$ cat src/rtl/mac_pkg.sv
// ---------------------------------------------------------------------------
// mac_pkg
//
// Shared definitions for the multiply-accumulate back end:
//   - mac_state_t : job FSM states (IDLE, ACC, DONE)
//   - MAC_PROD_W  : default product width (matches the 32x32 multiplier output)
//   - MAC_ACC_W   : default accumulator width (8 guard bits over the product)
//   - MAC_LEN_W   : default width of the job-length field
//   - MAC_SAT_ONES: all-ones saturation value at the default accumulator width
//
// Build option: MAC_SAT_EN selects a saturating accumulator
// (see mac_sat_add).
// ---------------------------------------------------------------------------
package mac_pkg;

    typedef enum logic [1:0] {
        IDLE = 2'd0,
        ACC  = 2'd1,
        DONE = 2'd2
    } mac_state_t;

    localparam int MAC_PROD_W = 64;
    localparam int MAC_ACC_W  = 72;
    localparam int MAC_LEN_W  = 16;

    localparam logic [MAC_ACC_W-1:0] MAC_SAT_ONES = '1;

endpackage

$ cat src/rtl/mac_sat_add.sv
// ---------------------------------------------------------------------------
// mac_sat_add
//
// Combinational W-bit unsigned adder with carry-out and an optional clamp.
//
// Build option: MAC_SAT_EN
//   defined   : a carry out of bit W-1 clamps the sum to all-ones.
//   undefined : the sum wraps modulo 2^W.
// The carry output reports the overflow in both builds.
//
// Ports:
//   a      in  W  running accumulator value
//   b      in  W  zero-extended addend
//   sum    out W  wrapped or clamped result
//   carry  out 1  carry out of bit W-1
// ---------------------------------------------------------------------------
module mac_sat_add
    import mac_pkg::*;
#(
    parameter int W = MAC_ACC_W
) (
    input  logic [W-1:0] a,
    input  logic [W-1:0] b,
    output logic [W-1:0] sum,
    output logic         carry
);

    // One extra bit holds the carry out of the top of the accumulator.
    logic [W:0] full;

    always_comb begin
        full  = {1'b0, a} + {1'b0, b};
        carry = full[W];
`ifdef MAC_SAT_EN
        // Once clamped, any further addend carries again (or adds zero), so
        // the value holds at all-ones for the rest of the job.
        sum = carry ? {W{1'b1}} : full[W-1:0];
`else
        sum = full[W-1:0];
`endif
    end

endmodule

$ cat src/rtl/mac_accumulator.sv
// ---------------------------------------------------------------------------
// mac_accumulator
//
// Sequential multiply-accumulate back end placed after the combinational
// Wallace multiplier. A job sums `len` unsigned products into an ACC_W-bit
// accumulator and returns one result.
//
// Handshakes (both channels): a beat transfers on a rising edge where valid
// and ready are both high. valid, once raised by the producer, is not
// required to stay high here (the multiplier side may stall freely); the
// result channel holds r_valid, r_data and r_ovf stable until r_ready.
//
// Build option: MAC_SAT_EN selects a saturating accumulator; without it the
// sum wraps. r_ovf is sticky for the job in both builds.
//
// Ports:
//   clk      in   1       clock, rising edge
//   rst_n    in   1       asynchronous active-low reset
//   start    in   1       job request, sampled only in IDLE
//   len      in   LEN_W   number of products, sampled with start
//   clr      in   1       synchronous abort, highest priority
//   busy     out  1       high outside IDLE
//   p_valid  in   1       product valid
//   p_ready  out  1       product accepted this cycle when p_valid
//   p_data   in   PROD_W  unsigned product
//   r_valid  out  1       result valid
//   r_ready  in   1       result taken
//   r_data   out  ACC_W   accumulated sum (meaningful while r_valid)
//   r_ovf    out  1       sticky overflow for the job
//
// ACC_W must be at least PROD_W.
// ---------------------------------------------------------------------------
module mac_accumulator
    import mac_pkg::*;
#(
    parameter int PROD_W = MAC_PROD_W,
    parameter int ACC_W  = MAC_ACC_W,
    parameter int LEN_W  = MAC_LEN_W
) (
    input  logic              clk,
    input  logic              rst_n,
    input  logic              start,
    input  logic [LEN_W-1:0]  len,
    input  logic              clr,
    output logic              busy,
    input  logic              p_valid,
    output logic              p_ready,
    input  logic [PROD_W-1:0] p_data,
    output logic              r_valid,
    input  logic              r_ready,
    output logic [ACC_W-1:0]  r_data,
    output logic              r_ovf
);

    mac_state_t        state;
    mac_state_t        state_next;

    logic [ACC_W-1:0]  acc;
    logic [LEN_W-1:0]  cnt;
    logic [LEN_W-1:0]  len_q;
    logic              ovf;

    logic [ACC_W-1:0]  p_ext;
    logic [ACC_W-1:0]  add_sum;
    logic              add_carry;
    logic              xfer;
    logic              last;

    // Products are unsigned; a size cast zero-extends and stays legal when
    // ACC_W equals PROD_W.
    assign p_ext = ACC_W'(p_data);

    mac_sat_add #(
        .W (ACC_W)
    ) u_add (
        .a     (acc),
        .b     (p_ext),
        .sum   (add_sum),
        .carry (add_carry)
    );

    // len_q is never zero in ACC, so len_q-1 cannot underflow, and cnt tops
    // out at len_q-1 <= 2^LEN_W-2: the counter never wraps before the match.
    assign last = (cnt == (len_q - LEN_W'(1)));

    // -----------------------------------------------------------------------
    // Next state and handshake outputs
    // -----------------------------------------------------------------------
    always_comb begin
        state_next = state;
        busy       = 1'b0;
        p_ready    = 1'b0;
        r_valid    = 1'b0;
        xfer       = 1'b0;

        case (state)
            IDLE: begin
                if (start) begin
                    state_next = (len == '0) ? DONE : ACC;
                end
            end
            ACC: begin
                busy    = 1'b1;
                // An aborting cycle must not appear to accept a product.
                p_ready = !clr;
                xfer    = p_valid && !clr;
                if (xfer && last) begin
                    state_next = DONE;
                end
            end
            DONE: begin
                busy    = 1'b1;
                r_valid = 1'b1;
                if (r_ready) begin
                    state_next = IDLE;
                end
            end
            default: begin
                state_next = IDLE;
            end
        endcase

        if (clr) begin
            state_next = IDLE;
        end
    end

    // -----------------------------------------------------------------------
    // State register
    // -----------------------------------------------------------------------
    always_ff @(posedge clk or negedge rst_n) begin
        if (!rst_n) begin
            state <= IDLE;
        end else begin
            state <= state_next;
        end
    end

    // -----------------------------------------------------------------------
    // Accumulator, count, latched length and sticky overflow
    // -----------------------------------------------------------------------
    always_ff @(posedge clk or negedge rst_n) begin
        if (!rst_n) begin
            acc   <= '0;
            cnt   <= '0;
            len_q <= '0;
            ovf   <= 1'b0;
        end else if (clr) begin
            acc <= '0;
            cnt <= '0;
            ovf <= 1'b0;
        end else begin
            case (state)
                IDLE: begin
                    // A zero-length job also clears acc so its result reads 0.
                    if (start) begin
                        acc   <= '0;
                        cnt   <= '0;
                        ovf   <= 1'b0;
                        len_q <= len;
                    end
                end
                ACC: begin
                    if (xfer) begin
                        acc <= add_sum;
                        cnt <= cnt + LEN_W'(1);
                        if (add_carry) begin
                            ovf <= 1'b1;
                        end
                    end
                end
                default: begin
                end
            endcase
        end
    end

    assign r_data = acc;
    assign r_ovf  = ovf;

endmodule

$ cat config.mk
export PLATFORM = sky130hd
export DESIGN_NAME = mac_accumulator
export DESIGN_NICKNAME = d
export VERILOG_FILES = /design/src/rtl/mac_pkg.sv /design/src/rtl/mac_sat_add.sv /design/src/rtl/mac_accumulator.sv
export SDC_FILE = /design/constraint.sdc
export NUM_CORES = 1
export LEC_CHECK = 0
export BUFFER_PORTS_ARGS = -buffer_cell sky130_fd_sc_hd__buf_2
export CORE_ASPECT_RATIO = 0.6
export CORE_MARGIN = 2
export CORE_UTILIZATION = 63
export CTS_BUF_LIST = sky130_fd_sc_hd__clkbuf_4
export DETAILED_ROUTE_END_ITERATION = 7
export GPL_TIMING_DRIVEN = 0
export PLACE_DENSITY = 0.89
export SYNTH_ARGS = -nofsm -noshare
export SYNTH_HDL_FRONTEND = slang
export SYNTH_SLANG_ARGS = --single-unit
$ cat constraint.sdc
create_clock -name clk -period 6.1 [get_ports clk]
set_input_delay 1.22 -clock clk [delete_from_list [all_inputs] [get_ports clk]]
set_output_delay 1.22 -clock clk [all_outputs]
set_load 0.005 [all_outputs]
## After elaboration in Yosys (flattened, before gate mapping)

Index checks and enable logic that the tools add are counted.

| operators by class | value |
|---|---|
| add/sub/neg operators | 3 |
| equality and inequality tests | 8 |
| multiplexer cells | 23 |
| bitwise gates (word level) | 1 |
| reduce and logical (&&, ||, !) cells | 11 |

Operators with widths:

| cell | number |
|---|---|
| $mux W72 | 3 |
| $pmux W72 S2 | 1 |
| $add A72 B64 Y73 | 1 |
| $mux W16 | 3 |
| $pmux W16 S2 | 1 |
| $add A16 B1 Y16 const B | 1 |
| $eq A16 B16 Y1 | 1 |
| $logic_not A16 Y1 | 1 |
| $sub A16 B1 Y16 const B | 1 |
| $ne A3 B3 Y1 const B | 4 |
| $mux W2 | 5 |
| $reduce_and A3 Y1 | 3 |
| $mux W1 | 8 |
| $pmux W2 S3 | 1 |
| $reduce_and A4 Y1 | 1 |
| $ne A3 B2 Y1 const B | 1 |
| $reduce_bool A3 Y1 | 1 |
| $eq A2 B1 Y1 const B | 1 |
| $eq A2 B2 Y1 const B | 1 |
| $logic_and A1 B1 Y1 | 2 |
| $logic_not A2 Y1 | 1 |
| $pmux W1 S2 | 1 |
| $reduce_or A2 Y1 | 1 |
| $logic_not A1 Y1 | 1 |
| $not A1 Y1 | 1 |

| storage, ports and cells | value |
|---|---|
| register bits | 107 |
| input bits | 86 |
| output and inout bits | 76 |

## Longest topological paths before layout

| logic depth | value |
|---|---|
| depth in word-level cells | 6 |
| mapped depth | 12 |
| gate-level depth less buffers | 11 |

## Modules after synthesis

Synthesis repeated with hierarchy kept, for this count alone.

| unflattened totals | value |
|---|---|
| cells, all modules | 1223 |
| area total of the unflattened synthesis | 9590.4 um^2 |

Modules (own cells, without submodules):

| module | times used | cells each | area each (um^2) | seq. area each (um^2) |
|---|---|---|---|---|
| mac_accumulator | 1 | 537 | 5017.3 | 2677.6 |
| mac_sat_add | 1 | 686 | 4573.1 | 0.0 |

## Worst setup path before layout

Ideal clock, no wire load.

| path | value |
|---|---|
| path type | input port to flip-flop |
| start | input p_data[0] |
| end | register ovf (netlist: r_ovf) |
| data arrival time | 3.631 ns |
| slack | 2.337 ns |
| stages | 11 |
| buffers on the path | 0 |
| path through | ha_1 fa_1 a211oi_1 o211ai_1 a211oi_2 o211ai_1 nand3_1 nand3_1 a311o_1 a41oi_1 nor2_1 |

| on the way | value |
|---|---|
| cells in the longest elaborated chain, start to end | 3 |

RTL lines:

| what | RTL line | RTL |
|---|---|---|
| start, declared | mac_accumulator.sv:48 | `input logic [PROD_W-1:0] p_data,` |
| $add A72 B64 Y73 | mac_sat_add.sv:32 | `full = {1'b0, a} + {1'b0, b};` |
| $ne A3 B2 Y1 (no source line) | -- |  |
| $reduce_and A4 Y1 (no source line) | -- |  |
| end signal, assigned | mac_accumulator.sv:147 | `ovf <= 1'b0;` |
| end signal, assigned | mac_accumulator.sv:151 | `ovf <= 1'b0;` |
| end signal, assigned | mac_accumulator.sv:159 | `ovf <= 1'b0;` |
| end, declared | mac_accumulator.sv:61 | `logic ovf;` |

Every way passes these cells.
A chain may end at the register's enable or synchronous reset.

## Final worst setup path

| path | value |
|---|---|
| start | input p_data[24] |
| end | register acc[69] (netlist: r_data[69]) |

| on the way | value |
|---|---|
| cells in the longest elaborated chain, start to end | 4 |

RTL lines:

| what | RTL line | RTL |
|---|---|---|
| $add A72 B64 Y73 | mac_sat_add.sv:32 |  |
| $mux W72 | mac_accumulator.sv:164 | `if (xfer) begin` |
| $pmux W72 S2 | mac_accumulator.sv:153 | `case (state)` |
| $mux W72 | mac_accumulator.sv:148 | `end else if (clr) begin` |
| end signal, assigned | mac_accumulator.sv:165 | `acc <= add_sum;` |
| end, declared | mac_accumulator.sv:58 | `logic [ACC_W-1:0] acc;` |

Every way passes these cells. The select of a mux whose other input is x is not followed.

==> flow_summary.json <==
{
  "status": "finished, final reports clean",
  "met2_usage_pct": 48.0,
  "drtPass1Iterations": 5,
  "die_area_sq_um": 15000,
  "io_pins": 162,
  "htree_levels": 3,
  "clkSinkCount": 107,
  "grt_overflow_total": 0,
  "place_congestion": 0.992,
  "crit_arrival_ns": 4.62,
  "ys_seq_area_share_pct": 30.4,
  "via_per_inst": 6.35,
  "cts_root_buf": "clkbuf_4",
  "drc": 0,
  "worstSetupStartpointType": "input pin",
  "drive_above_1_share_pct": 16.6,
  "finalSetupTns_ns": 0,
  "worstPathRequired_ns": 6.49,
  "ctsResizeCount": 0,
  "setup_viol": 0,
  "drv_cap": 0,
  "maxSlewHeadroom_pct": 46.1,
  "clock_latency_ns": 0.51,
  "first_global_vias": 8044,
  "hold_viol": 0,
  "cts_hold_buf": 0,
  "clk_path_buf_depth": 2,
  "path_clk_slew_ns": 0.19,
  "antenna_found_initial": 0,
  "synthDistinctLibCells": 68,
  "dp_cells": 1449,
  "rsz0062_at_grt": "no",
  "ys_warn_count": 0,
  "initial_core_util_pct": 64.5,
  "power_density_nw_per_um2": 260,
  "num_rows": 33,
  "grt_max_degree": 64,
  "crit_path_max_fanout": 7,
  "fin_ws_ns": 1.87,
  "grt_busiest_layer": "met1",
  "power.leakage_uw": 0.00472,
  "grt_usage_pct": 38.0,
  "die_x_um": 157,
  "skew_ns": 0.0269,
  "area_delta_synth_final_pct": 14.0,
  "preCtsSetupSlack_ns": 1.50,
  "period_minus_slack_ns": 4.23,
  "port_buffers": 161,
  "n_fill_cell": 1152,
  "period_share_pct": 69.3,
  "hp-class": "reg -> reg",
  "synth_nets": 1251,
  "cts_setup_buffers": 0,
  "slew_violations": 0,
  "wl_per_cell_um": 19.4,
  "synth_top_area_share_pct": 30.4,
  "cts_made_buffers": 9,
  "ys.flop_type": "dfrtp_1",
  "drt_iter0_drc": 1150,
  "use_met1_pct": 61.4,
  "syn_area_sq_um": 8810,
  "synth_edf_count": 0,
  "ir_worst_vdd_v": 0.000180,
  "antenna_left": 0,
  "stdcell_count": 1465,
  "worst-setup-path-type": "in -> reg",
  "vias": 9299,
  "fp.dieH_um": 95.6,
  "synth_largest_area_cell": "dfrtp_1",
  "num-nets-final": 1424,
  "avgSynthCellArea_sq_um": 8.04,
  "async_reset_ff_share_pct": 100,
  "grt.met3_usage_pct": 12.4,
  "grt_pass1_wl_um": 43600,
  "synth_seq_cells": 107,
  "worst-slew-pin-transition_ns": 0.800,
  "synthCells": 1095,
  "netlist_top_cells_area": "dfrtp_1 30%, ha_1 9.8%, nand2_1 6.8%, o21ai_0 6.4%, a21oi_1 6.0%",
  "fp.coreArea_sq_um": 13700,
  "crit_path_end_kind": "register",
  "whs_ns": 0.540,
  "hpwl_um": 22900,
  "routed_wl_um": 28400,
  "max_freq_mhz": 237,
  "diodes": 0,
  "cts_tree": "done"
}
[metrics by stage]
stage | util (%) | area [sq um] | power, uW
3_5_place_dp | 72.3 | 9880 | 2170
5_1_grt | 73.5 | 10000 | 2770
4_1_cts | 73.5 | 10000 | 2570
3_3_place_gp | 72.1 | 9850 | 2130
2_1_floorplan | - | 8810 | 1770
6_report | 73.5 | 10000 | 2610
[cells in the mapped netlist, types with 3 or more instances]
library cell  instances
o211ai_1             14
o21ai_0             112
and2_1                3
inv_1                36
and3_1                5
o21ai_1               6
a22o_1                6
mux2_2               13
nor2_1               71
or3_1                 9
buf_2                 5
a21oi_1             105
nand2b_1              7
or2_2                 5
o21bai_1             14
a31oi_1               6
and4_1                3
o31ai_1              18
nor4_1               14
nand3_1              22
a211oi_1              7
a41oi_1               4
a21boi_0              6
a22oi_1               5
nand4b_1              3
a211o_1               4
a221oi_1              3
nand2_1             160
xor2_1               38
o21a_1                4
xnor2_1              50
nor3_1               24
a32o_1                3
dfrtp_1             107
clkbuf_1             34
ha_1                 69
a21o_1               27
o22ai_1               3
nand4_1              24
nor2b_1               9
nor3b_1               3
[registers in the layout, indices dropped and copies added (netlist names)]
signal	cells
cnt	16
r_ovf	1
r_data	72
len_q	16
state	2
[routing by layer]
layer	wire, um	up-vias
met3	3920	37
met4	332	0
met5	0	-
met2	10200	568
met1	13900	4362
li1	-	4332
[critical path, cell delays in order]
cell,delay [ns]
buf_2,0.10
ha_1,0.27
clkbuf_2,0.18
nand4_1,0.30
nor3_1,0.63
nand2_1,0.17
a2111oi_1,0.65
o211ai_1,0.24
a211oi_1,0.37
o21ai_0,0.18
a21oi_1,0.19
o22ai_1,0.11
[kinds of logic (layout without fill, tap and decap cells)]
kind of cell | count (synthesis) | count (layout) | share of synthesized area [%]
simple gates | 370 | 370 | 19.7
buf+inv | 79 | 257 | 3.58
compound gates | 366 | 366 | 25.7
xor+xnor | 88 | 88 | 8.75
mux | 15 | 15 | 1.89
flops | 107 | 107 | 30.4
fa+ha+maj | 70 | 70 | 10.0
[path summary, 6_finish.rpt]
path / start / end / slack (ns) / cells after the start
max: p_data[24] / r_data[69] / 1.87 / 12
min: r_data[32] / r_data[32] / 0.54 / 2
max reg2reg: len_q[0] / state[0] / 2.14 / 12
min reg2reg: r_data[32] / r_data[32] / 0.54 / 2
max in group asynchronous: rst_n / r_data[10] / 4.66 / 2
min in group asynchronous: rst_n / r_data[34] / 0.67 / 1
[cells in the final DEF, fill, tap and decap left out, types with 5 or more instances in the layout]
master and n:
mux2_2 13, nand2_1 160, xor2_1 38, a22oi_1 5, nand3_1 22, nor2_1 71
o21ai_1 6, nor2b_1 9, nor4_1 14, nand2b_1 7, a21o_1 27, dfrtp_1 107
or2_2 5, nand4_1 24, a21boi_0 6, a22o_1 6, and3_1 5, buf_2 165
o31ai_1 18, ha_1 69, inv_1 36, o21bai_1 14, clkbuf_4 9, a21oi_1 105
a31oi_1 6, a211oi_1 7, o21ai_0 112, o211ai_1 14, nor3_1 24, clkbuf_1 34
or3_1 9, xnor2_1 50
[layout make-up]
class | count | area (sq um) | area share, %
buffer | 43 | 180 | 1.79
clock inverter | 7 | 88.8 | 0.885
clock buffer | 9 | 67.6 | 0.673
multi-input combinational | 909 | 5820 | 57.9
timing repair buffer | 162 | 836 | 8.32
inverter | 36 | 135 | 1.35
sequential | 107 | 2680 | 26.7
tap | 192 | 240 | 2.39
[power breakdown]
group / switching, uW / internal, uW / leakage, uW / total [uW]
registers: 124 / 817 / 0.00145 / 941
clock network: 298 / 104 / 0.0000832 / 402
logic: 792 / 478 / 0.00319 / 1270
total: 1210 / 1400 / 0.00472 / 2610
Note: power is estimated with default switching activity, not from simulation.
